==> config.mk <==
export PLATFORM = sky130hd
export DESIGN_NAME = gcd_req_arbiter
export DESIGN_NICKNAME = d
export VERILOG_FILES = /design/src/rtl/gcd_arb_pkg.sv /design/src/rtl/gcd_tag_fifo.sv /design/src/rtl/gcd_req_arbiter.sv
export SDC_FILE = /design/constraint.sdc
export NUM_CORES = 1
export LEC_CHECK = 0
export CAP_MARGIN = 20
export CORE_UTILIZATION = 26
export DETAILED_ROUTE_END_ITERATION = 10
export GPL_ROUTABILITY_DRIVEN = 1
export HOLD_SLACK_MARGIN = 0.02
export PLACE_DENSITY = 0.88
export SYNTH_ARGS = -nofsm -noshare
export SYNTH_HDL_FRONTEND = slang
export SYNTH_SLANG_ARGS = --single-unit
==> constraint.sdc <==
create_clock -name clk -period 4.9 [get_ports clk]
set_input_delay 0.49 -clock clk [delete_from_list [all_inputs] [get_ports clk]]
set_output_delay 0.49 -clock clk [all_outputs]
set_load 0.02 [all_outputs]
==> src/rtl/gcd_arb_pkg.sv <==
// Shared constants and types for the two-port GcdUnit request arbiter.
package gcd_arb_pkg;
  localparam int NUM_REQ    = 2;
  localparam int GCD_REQ_W  = 32;
  localparam int GCD_RESP_W = 16;

  typedef logic port_t;

  // Lone requester wins outright; contention goes to the round-robin pointer.
  function automatic port_t rr_pick(input logic [NUM_REQ-1:0] val, input port_t rr);
    case (val)
      2'b01:   rr_pick = 1'b0;
      2'b10:   rr_pick = 1'b1;
      default: rr_pick = rr;
    endcase
  endfunction
endpackage

==> src/rtl/gcd_tag_fifo.sv <==
// In-order owner-tag FIFO; push is ignored when full and pop when empty.
module gcd_tag_fifo #(
  parameter int DEPTH = 2,
  parameter int W     = 1
) (
  input  logic         clk,
  input  logic         reset,
  input  logic         push,
  input  logic         pop,
  input  logic [W-1:0] din,
  output logic [W-1:0] dout,
  output logic         full,
  output logic         empty
);
  localparam int PW = (DEPTH > 1) ? $clog2(DEPTH) : 1;
  localparam int CW = $clog2(DEPTH + 1);

  logic [DEPTH-1:0][W-1:0] r_mem;
  logic [PW-1:0]           r_wr, r_rd;
  logic [CW-1:0]           r_cnt;
  logic                    w_push, w_pop;

  assign full   = (r_cnt == CW'(DEPTH));
  assign empty  = (r_cnt == '0);
  assign w_push = push & ~full;
  assign w_pop  = pop & ~empty;
  assign dout   = r_mem[r_rd];

  function automatic logic [PW-1:0] next_ptr(input logic [PW-1:0] p);
    next_ptr = (p == PW'(DEPTH - 1)) ? '0 : p + PW'(1);
  endfunction

  always_ff @(posedge clk) begin
    if (reset) begin
      r_wr  <= '0;
      r_rd  <= '0;
      r_cnt <= '0;
    end else begin
      if (w_push) r_wr <= next_ptr(r_wr);
      if (w_pop)  r_rd <= next_ptr(r_rd);
      if (w_push && !w_pop)      r_cnt <= r_cnt + CW'(1);
      else if (w_pop && !w_push) r_cnt <= r_cnt - CW'(1);
    end
  end

  always_ff @(posedge clk) begin
    if (w_push) r_mem[r_wr] <= din;
  end
endmodule

==> src/rtl/gcd_req_arbiter.sv <==
// Round-robin share of one GcdUnit between two requesters, responses routed by owner tag.
// Optional per-port completion counters under `GCD_ARB_STATS_EN.
module gcd_req_arbiter
  import gcd_arb_pkg::*;
#(
  parameter int DEPTH = 2,
  parameter int CNT_W = 16
) (
  input  logic                                 clk,
  input  logic                                 reset,
  input  logic [NUM_REQ-1:0]                   req_val_i,
  input  logic [NUM_REQ-1:0][GCD_REQ_W-1:0]    req_msg_i,
  output logic [NUM_REQ-1:0]                   req_rdy_o,
  output logic [NUM_REQ-1:0]                   resp_val_o,
  output logic [GCD_RESP_W-1:0]                resp_msg_o,
  input  logic [NUM_REQ-1:0]                   resp_rdy_i,
  output logic                                 gcd_req_val_o,
  output logic [GCD_REQ_W-1:0]                 gcd_req_msg_o,
  input  logic                                 gcd_req_rdy_i,
  input  logic                                 gcd_resp_val_i,
  input  logic [GCD_RESP_W-1:0]                gcd_resp_msg_i,
  output logic                                 gcd_resp_rdy_o,
  output logic [NUM_REQ-1:0][CNT_W-1:0]        done_cnt_o
);
  port_t r_rr;
  port_t w_winner, w_head;
  logic  w_full, w_empty, w_grant_ok, w_push, w_pop;

  assign w_winner      = rr_pick(req_val_i, r_rr);
  assign w_grant_ok    = gcd_req_rdy_i & ~w_full;
  assign gcd_req_val_o = w_grant_ok & (|req_val_i);
  assign gcd_req_msg_o = req_msg_i[w_winner];
  assign w_push        = gcd_req_val_o & gcd_req_rdy_i;

  assign resp_msg_o     = gcd_resp_msg_i;
  assign gcd_resp_rdy_o = ~w_empty & resp_rdy_i[w_head];
  assign w_pop          = gcd_resp_val_i & gcd_resp_rdy_o;

  always_comb begin
    req_rdy_o           = '0;
    req_rdy_o[w_winner] = w_grant_ok;
    resp_val_o          = '0;
    resp_val_o[w_head]  = gcd_resp_val_i & ~w_empty;
  end

  always_ff @(posedge clk) begin
    if (reset)       r_rr <= 1'b0;
    else if (w_push) r_rr <= ~w_winner;
  end

  gcd_tag_fifo #(.DEPTH(DEPTH), .W(1)) u_tags (
    .clk   (clk),
    .reset (reset),
    .push  (w_push),
    .pop   (w_pop),
    .din   (w_winner),
    .dout  (w_head),
    .full  (w_full),
    .empty (w_empty)
  );

`ifdef GCD_ARB_STATS_EN
  logic [NUM_REQ-1:0][CNT_W-1:0] r_done;

  // Saturating: stays at all-ones rather than wrapping.
  always_ff @(posedge clk) begin
    if (reset)
      r_done <= '0;
    else if (w_pop && (r_done[w_head] != '1))
      r_done[w_head] <= r_done[w_head] + CNT_W'(1);
  end

  assign done_cnt_o = r_done;
`else
  assign done_cnt_o = '0;
`endif
endmodule

Word level (Yosys, flattened, before mapping). Index checks and enable logic that the tools add are counted.

Add/sub/neg operators: 4. Multipliers: 0. Divide/modulo/power cells: 0. Order comparisons: 7. Equality and inequality tests: 3. Shift-type cells: 0. Muxes and demuxes: 18. Bitwise logic cells: 13. Reductions and logical operators: 10.

Operator list (count): two-way mux 32 bit (2); two-way mux 1 bit (9); AND 1 bit (8); < comparator 1 x 2 -> 1 bit (second input constant) (4); logical AND 1 bit (5); AND 2 bit (2); equality test 2 bit (second input constant) (2); two-way mux 2 bit (2); demux 1 bit (select 1 bit) (3); greater-or-equal comparator 1 bit (second input constant) (3); inverter 1 bit (3); adder 1 bit (second input constant) (2); adder 2 x 1 -> 2 bit (second input constant) (1); bitwise mux 2 bit (1); equality test 2 x 1 -> 1 bit (second input constant) (1); logical NOT 1 bit (2); logical NOT 2 bit (1); one-hot mux 1 bit (2 select lines) (1); nonzero test 2 bit (1); OR reduction 2 bit (1); subtractor 2 x 1 -> 2 bit (second input constant) (1).

Register bits after elaboration: 7. Bits in latches: 0. RAM bits: 0. Memory bits (read-only): 0. Bits of input ports: 88. Output and inout port bits: 86. Word-level logic and storage cells: 61. Memories kept: 0.

Depth between registers and ports, before layout. Gate-level depths: netlist (run 1).

Word-level depth: 10. Gate-level depth with buffers: 8. Depth with buffers taken out: 7.

Modules after synthesis. From an unflattened synthesis (run 1), not the netlist that was laid out.

Cell total of the unflattened synthesis: 129. Area total of the unflattened synthesis: 1310.0 um^2.

Modules (own cells, without submodules): gcd_req_arbiter (instances 1, cells each 103, area an instance 1044.8 um^2, sequential area each 20.0 um^2); gcd_tag_fifo (instances 1, cells each 26, area an instance 265.3 um^2, sequential area each 140.1 um^2).

Least setup slack after synthesis (run 1). OpenSTA, ideal clock, no wires.

Path kind: input -> output. Start: input port req_val_i[0]. End: output port gcd_req_msg_o[0]. Arrival time: 1.813 ns. Data required time: 4.410 ns. Slack: 2.597 ns. Cell stages on the path: 5. Path buffers: 1. Cell sequence: inv_1 ha_1 mux2i_4 buf_2 mux2_2.

Word-level cells in the longest chain between the ends: 4. Elaborated cells on any way between the ends: 5. Those cells by class: 2 x eq/ne; 3 x mux.

RTL lines: start, declared (RTL line gcd_req_arbiter.sv:11) `input logic [NUM_REQ-1:0] req_val_i,`; equality test 2 bit or equality test 2 x 1 -> 1 bit (tied branches) (RTL line gcd_arb_pkg.sv:11) `case (val)`; one-hot mux 1 bit (2 select lines) * (RTL line gcd_arb_pkg.sv:11); two-way mux 32 bit (implied by the code) * (2 in series) (RTL line gcd_req_arbiter.sv:32) `assign gcd_req_msg_o = req_msg_i[w_winner];`; end, declared (RTL line gcd_req_arbiter.sv:18) `output logic [GCD_REQ_W-1:0] gcd_req_msg_o,`.

Mark *: on every way between the ends. The rest lies on a longest branch, timed or not. The select of a mux whose other input is x is not followed.

Worst setup path after layout (run 1).
Start: input port req_val_i[1]. End: output port gcd_req_msg_o[19].

Same word-level chain as after synthesis.

==> summary.md, run 1 <==
| Metric | Value |
|---|---|
| Number of max-cap violations | 0 |
| YS warnings | 0 |
| Most frequent CP cell | clkdlybuf4s50_1 |
| Drt drc | 0 |
| Clk network pwr share | 0.153 |
| Post-route insts no fill | 280 |
| Die width | ~70 um |
| Layout area overhead | 79.2% |
| Critical path class | primary input to primary output |
| Crit-path max FO | 35 |
| Family with the most delay on the worst path | buffers and inverters |
| Port bufs | between 100 and 150 |
| Nets@finish | 320 |
| P_sw | between 0.2 and 0.25 mW |
| Starting DRT DRC Count | 31 |
| CP Launch Type | primary input |
| Peak VDD IR | 0.000103 V |
| Clk sinks | 7 |
| Overflow left after global routing | 0 |
| Clk_lat worst skew | between 0.2 and 0.25 ns |
| PwrDens | ~250 mW/mm^2 |
| CTS tree | built |
| Floorplan row count | 24 |
| FMAX | about 300 MHz |
| CP required | 4.41 ns |
| Initial Utilization | 0.272 |
| Crit path from | req_val_i[1] |
| Fin Hold WS | roughly 0.5 ns |
| Finish-stage setup viols | 0 |
| Sequential share of power | 0.177 |
| Critical Path AT | approximately 2.9 ns |
| Max Used Layer | met4 |
| CTS Hold Buffers Added | 0 |
| Yosys top cell by area | mux2_2 |
| GRT Total Usage | 0.141 |
| Crit Reg-Reg Endpoint | u_tags.r_cnt[1] |
| Largest net degree at the start of global routing | 36 |
| CP bufs+invs | 4 |
| Period minus WS final | approximately 3.4 ns |
| Setup Buffers After CTS | 0 |
| LEAKAGE | roughly 0.90 nW |
| Status | completed |
| Met2 WL | 1890 um |
| Met3 WL post-DR | approximately 400 um |
| First-pass GRT wire length | 5440 um |
| Synth Area per Inst | 8.83 um^2 |
| Vias per cell | 4.11 |
| Reg clk slew, reported paths | roughly 0.04 ns |
| Vias in the first global route | 1158 |
| Synth Flop Type | dfxtp_1 |
| Sw frac | 0.393 |
| Antenna-violating nets left | 0 |
| Antenna Cells | 0 |
| Pre-CTS WS | around 1.5 ns |
| Share of cells above drive strength 1 | 0.167 |
| Worst Hold Class | register to register |
| CP peak stage delay | 0.54 ns |
| Syn Std Cell Area | about 0.0012 mm^2 |
| Metal-1 WL | 1220 um |
| Clock Skews | about 0.0036 ns |
| CTS H-tree depth | 1 |
| WL final | 3590 um |
| Syn Inst Count | roughly 140 |
| Logic pwr share | 0.669 |
| Cell with the most instances after synthesis | buf_4 |
| Worst setup endpoint | gcd_req_msg_o[19] |
| Die area | a little under 0.005 mm^2 |
| Max Slew Vio Count | 0 |
| RSZ-0062 raised after global routing | false |
| CP max stage cell | clkdlybuf4s50_1 |
| Clock Path Buffers | 2 |
| Post-CTS resize count | 0 |
| Register area share after synthesis | 0.134 |
| Synth cell count leaders | buf_4, mux2_2, nor2_1 |
| Post-Route Setup TNS | 0 ns |
| Cell count along the critical path | 7 |
| Initial antenna violation count | 0 |
| DR WL/cell | roughly 13 um |
| CTS buffer count | 3 |
| Io pins | roughly 170 |
| Slack of the worst reg-to-reg path | between 2 and 3 ns |
| DPL Wire Length | slightly above 3000 um |
| Crit path capture type | primary output |
| Cells after DPL | 276 |
| TritonRoute pass-1 iters | 4 |
| Reg2Reg Launch Point | u_tags.r_rd |
| Routed vias | around 1200 |
| Asr flop ratio synth | 0 |
| Worst Reg2Reg Path Length in Cells | 6 |
| Top-area cell type share of the netlist area | 0.312 |
| Fin worst setup slack | 1.50 ns |
| Synthesized flop and latch total | 7 |
| Die H | roughly 70 um |
| Root buffer cell | clkbuf_8 |
| Number of synthesized flops with an enable pin | 2 |
| Period utilisation layout | 0.693 |
| Unique masters post-synth | 22 |
| Worst path cell trace | clkdlybuf4s50_1 -> inv_1 -> ha_1 -> mux2i_4 -> buf_4 -> mux2_2 -> clkdlybuf4s50_1 |
| Core ar. | between 0.004 and 0.005 mm^2 |
| Largest cells by area after synthesis | mux2_2, buf_4, dfxtp_1 |
| Cell-internal power | 0.326 mW |
| Final Hold Fails | 0 |
| RePlAce Congestion | roughly 0.75 |
## cell families after synthesis
group / count (synthesis) / synth area share
buffers and inverters: 59 / 0.341
multiplexers: 37 / 0.356
AND/OR/NAND/NOR: 17 / 0.0735
AO/OA/AOI/OAI: 9 / 0.0462
flip-flops: 7 / 0.134
adder cells (fa/ha/maj): 3 / 0.0315
XOR/XNOR: 2 / 0.0147
other: 1 / 0.00314
## routing by layer
metal,GRT usage,vias up
met2,0.265,80
li1,-,560
met4,0.0578,0
met5,0,-
met1,0.139,503
met3,0.0509,7
## sequential cells by signal, summed over array words and instances, names as in the netlist
register,cells
u_tags.r_rd,1
r_rr,1
u_tags.r_mem,2
u_tags.r_wr,1
u_tags.r_cnt,2
## how the worst min path moves through the flow
stage / cells after the start / endpoint / slack, ns / startpoint
floorplan: 2 / u_tags.r_wr / 0.45 / u_tags.r_wr
finish: 2 / u_tags.r_wr / 0.49 / u_tags.r_wr
global route: 2 / u_tags.r_wr / 0.52 / u_tags.r_wr
CTS: 2 / u_tags.r_wr / 0.49 / u_tags.r_wr
global placement: 2 / u_tags.r_wr / 0.46 / u_tags.r_wr
detailed placement: 2 / u_tags.r_wr / 0.48 / u_tags.r_wr
## layout by cell type, fill, tap and decap left out
cell and instances:
clkdlybuf4s50_1 109, mux2_2 33, conb_1 32, nor2_1 10
inv_1 7, dfxtp_1 5, mux2i_1 3, a21oi_1 3
ha_1 3, clkbuf_8 3, nor2b_1 2, o211ai_1 2
o21ai_0 2, xor2_1 2, o31ai_1 2, edfxtp_1 2
nand2b_1 1, mux2i_4 1, nor3b_1 1, or4_1 1
or3_1 1, or4b_1 1, clkbuf_1 1, buf_4 1
## stage by stage
stage	instance area [um^2]	total power [mW]	util
floorplan	1310	0.338	-
global placement	2090	0.450	0.477
detailed placement	2090	0.456	0.477
CTS	2140	0.542	0.487
global route	2140	0.572	0.487
finish	2140	0.536	0.487
## worst register-to-register path: cells and delay by family (launching register included)
| family | cells | cell delay, ns |
|---|---|---|
| AOI/OAI and AO/OA | 1 | 0.14 |
| and+or+nand+nor | 1 | 0.38 |
| adders and majority gates | 1 | 0.33 |
| DFF | 1 | 0.35 |
| muxes | 2 | 0.71 |
| buffers and inverters | 1 | 0.07 |
## cell type report
class | instances | area [um^2]
Multi-Input combinational cell | 100 | 742
Inverter | 7 | 26.3
Fill cell | 424 | 2250
Sequential cell | 7 | 160
Tap cell | 52 | 65.1
Timing Repair Buffer | 110 | 1100
Clock buffer | 4 | 45.0
## power by group through the flow
stage / Combinational [mW] / Sequential (mW) / Clock (mW)
after floorplan: 0.253 / 0.0849 / 0
after global placement: 0.355 / 0.0947 / 0
after detailed placement: 0.359 / 0.0961 / 0
after CTS: 0.362 / 0.0953 / 0.0846
after global routing: 0.385 / 0.0972 / 0.0900
final: 0.359 / 0.0952 / 0.0823
No activity file was read; power rests on OpenSTA's default activity.
==> run 2, diff against run 1 <==
Settings changed: CORE_UTILIZATION 26 to 24, PLACE_DENSITY 0.88 to 0.82.
Clock period 4.9 ns to 3.5 ns, I/O delays scaled along.
==> summary.md, run 2 (synthesis gave the netlist of run 1 again) <==
| Metric | Value |
|---|---|
| Critical path class | primary input to primary output |
| Commonest cells after routing, fill and taps aside | clkdlybuf4s50_1, mux2_2, conb_1 |
| HP Start | u_tags.r_wr |
| Die width | just over 70 um |
| First-pass GRT wire length | 5070 um |
| Die H | between 70 and 80 um |
| Clk sinks | 7 |
| CP Launch Type | primary input |
| Floorplan row count | 25 |
| FMAX | roughly 320 MHz |
| CTS H-tree depth | 1 |
| Critical Path AT | 2.73 ns |
| Crit path capture type | primary output |
| Largest regs | u_tags.r_cnt (2), u_tags.r_mem (2) |
| RSZ-0062 raised after global routing | false |
| Setup Buffers After CTS | 0 |
| PwrDens | ~350 mW/mm^2 |
| Clk_lat worst skew | 0.22 ns |
| Clock Skews | around 0.0024 ns |
| Status | completed |
| Peak VDD IR | between 0.0001 and 0.00015 V |
| DR WL/cell | around 12 um |
| Post-CTS resize count | 0 |
| Fill count | 482 |
| Reg2Reg Launch Point | u_tags.r_rd |
| Final instance area | between 0.002 and 0.0025 mm^2 |
| Initial Utilization | 0.251 |
| Antenna-violating nets left | 0 |
| Placed Area | about 0.0021 mm^2 |
| Nets@finish | 320 |
| CP required | 3.15 ns |
| Slack of the worst reg-to-reg path | 1.44 ns |
| Antenna Cells | 0 |
| Final Hold Fails | 0 |
| Worst Reg2Reg Path Length in Cells | 6 |
| DPL Wire Length | between 2000 and 3000 um |
| Period utilisation layout | 0.880 |
| Most common cell after layout, fill and taps aside | clkdlybuf4s50_1 |
| Share of cells above drive strength 1 | 0.167 |
| Drt drc | 0 |
| Root buffer cell | clkbuf_8 |
| Overflow left after global routing | 0 |
| Number of max-cap violations | 0 |
| Vias per cell | 3.94 |
| CTS tree | built |
| Max Slew Vio Count | 0 |
| Largest net degree at the start of global routing | 29 |
| RePlAce Congestion | 0.719 |
| GRT Total Usage | 0.122 |
| Die area | approximately 0.0053 mm^2 |
| Post-Route Setup TNS | 0 ns |
| Hold endpoint | u_tags.r_wr |
| Starting DRT DRC Count | 28 |
| Reg clk slew, reported paths | around 0.04 ns |
| Hold depth | 2 |
| Finish-stage setup viols | 0 |
| Routed vias | around 1200 |
| Port bufs | 109 |
| CTS buffer count | 3 |
| Crit path from | req_val_i[1] |
| Core ar. | about 0.0048 mm^2 |
| WL final | 3400 um |
| Vias in the first global route | around 1100 |
| Initial antenna violation count | 0 |
| Clock Path Buffers | 2 |
| LEAKAGE | between 0.9 and 1 nW |
| TritonRoute pass-1 iters | 4 |
| Crit-path max FO | 28 |
| Worst Hold Class | register to register |
| Io pins | roughly 170 |
| CTS Hold Buffers Added | 0 |
| Crit Reg-Reg Endpoint | u_tags.r_cnt[1] |
| Layout area overhead | 81.8% |
| Period minus WS final | slightly above 3 ns |
[run 2: worst max-delay path by stage]
stage,endpoint,cells after the start
floorplan,gcd_req_msg_o[0],5
global placement,gcd_req_msg_o[9],7
detailed placement,gcd_req_msg_o[18],7
CTS,gcd_req_msg_o[9],7
global route,gcd_req_msg_o[9],7
finish,gcd_req_msg_o[9],7
[run 2: worst max-delay path: stages]
cell	delay, ns
clkdlybuf4s50_1	0.48
inv_1	0.05
ha_1	0.32
mux2i_4	0.38
buf_12	0.23
mux2_2	0.35
clkdlybuf4s50_1	0.55
[run 2: cell type report]
| cell class | instances | area (um^2) | area share |
|---|---|---|---|
| sequential | 7 | 160 | 0.0739 |
| clock buffer | 4 | 45.0 | 0.0208 |
| timing repair buffer | 110 | 1110 | 0.512 |
| inverter | 7 | 26.3 | 0.0121 |
| tap | 67 | 83.8 | 0.0387 |
| multi-input combinational | 100 | 742 | 0.342 |
[run 2: power by group]
| part | leakage (nW) | internal (mW) | switching, mW | total [mW] |
|---|---|---|---|---|
| clock network | 0.0228 | 0.0786 | 0.0331 | 0.112 |
| registers | 0.0602 | 0.107 | 0.0261 | 0.133 |
| logic | 0.818 | 0.275 | 0.234 | 0.508 |
| total | 0.901 | 0.460 | 0.293 | 0.752 |
[run 2: stage by stage]
stage	hold WS, ns	worst slack, ns	utilization	cells	total power, mW
2_1_floorplan	0.419	1.48	-	166	0.473
3_3_place_gp	0.461	0.404	0.447	291	0.635
3_5_place_dp	0.478	0.396	0.447	291	0.644
4_1_cts	0.481	0.397	0.456	295	0.760
5_1_grt	0.518	0.311	0.456	295	0.804
6_report	0.489	0.421	0.456	295	0.752
[run 2: routing by layer]
metal | up-vias | wire length (um) | track usage
met2 | 79 | 1770 | 0.224
met4 | 0 | 93 | 0.0501
met3 | 6 | 405 | 0.0472
met1 | 517 | 1140 | 0.122
li1 | 559 | - | -
met5 | - | 0 | 0
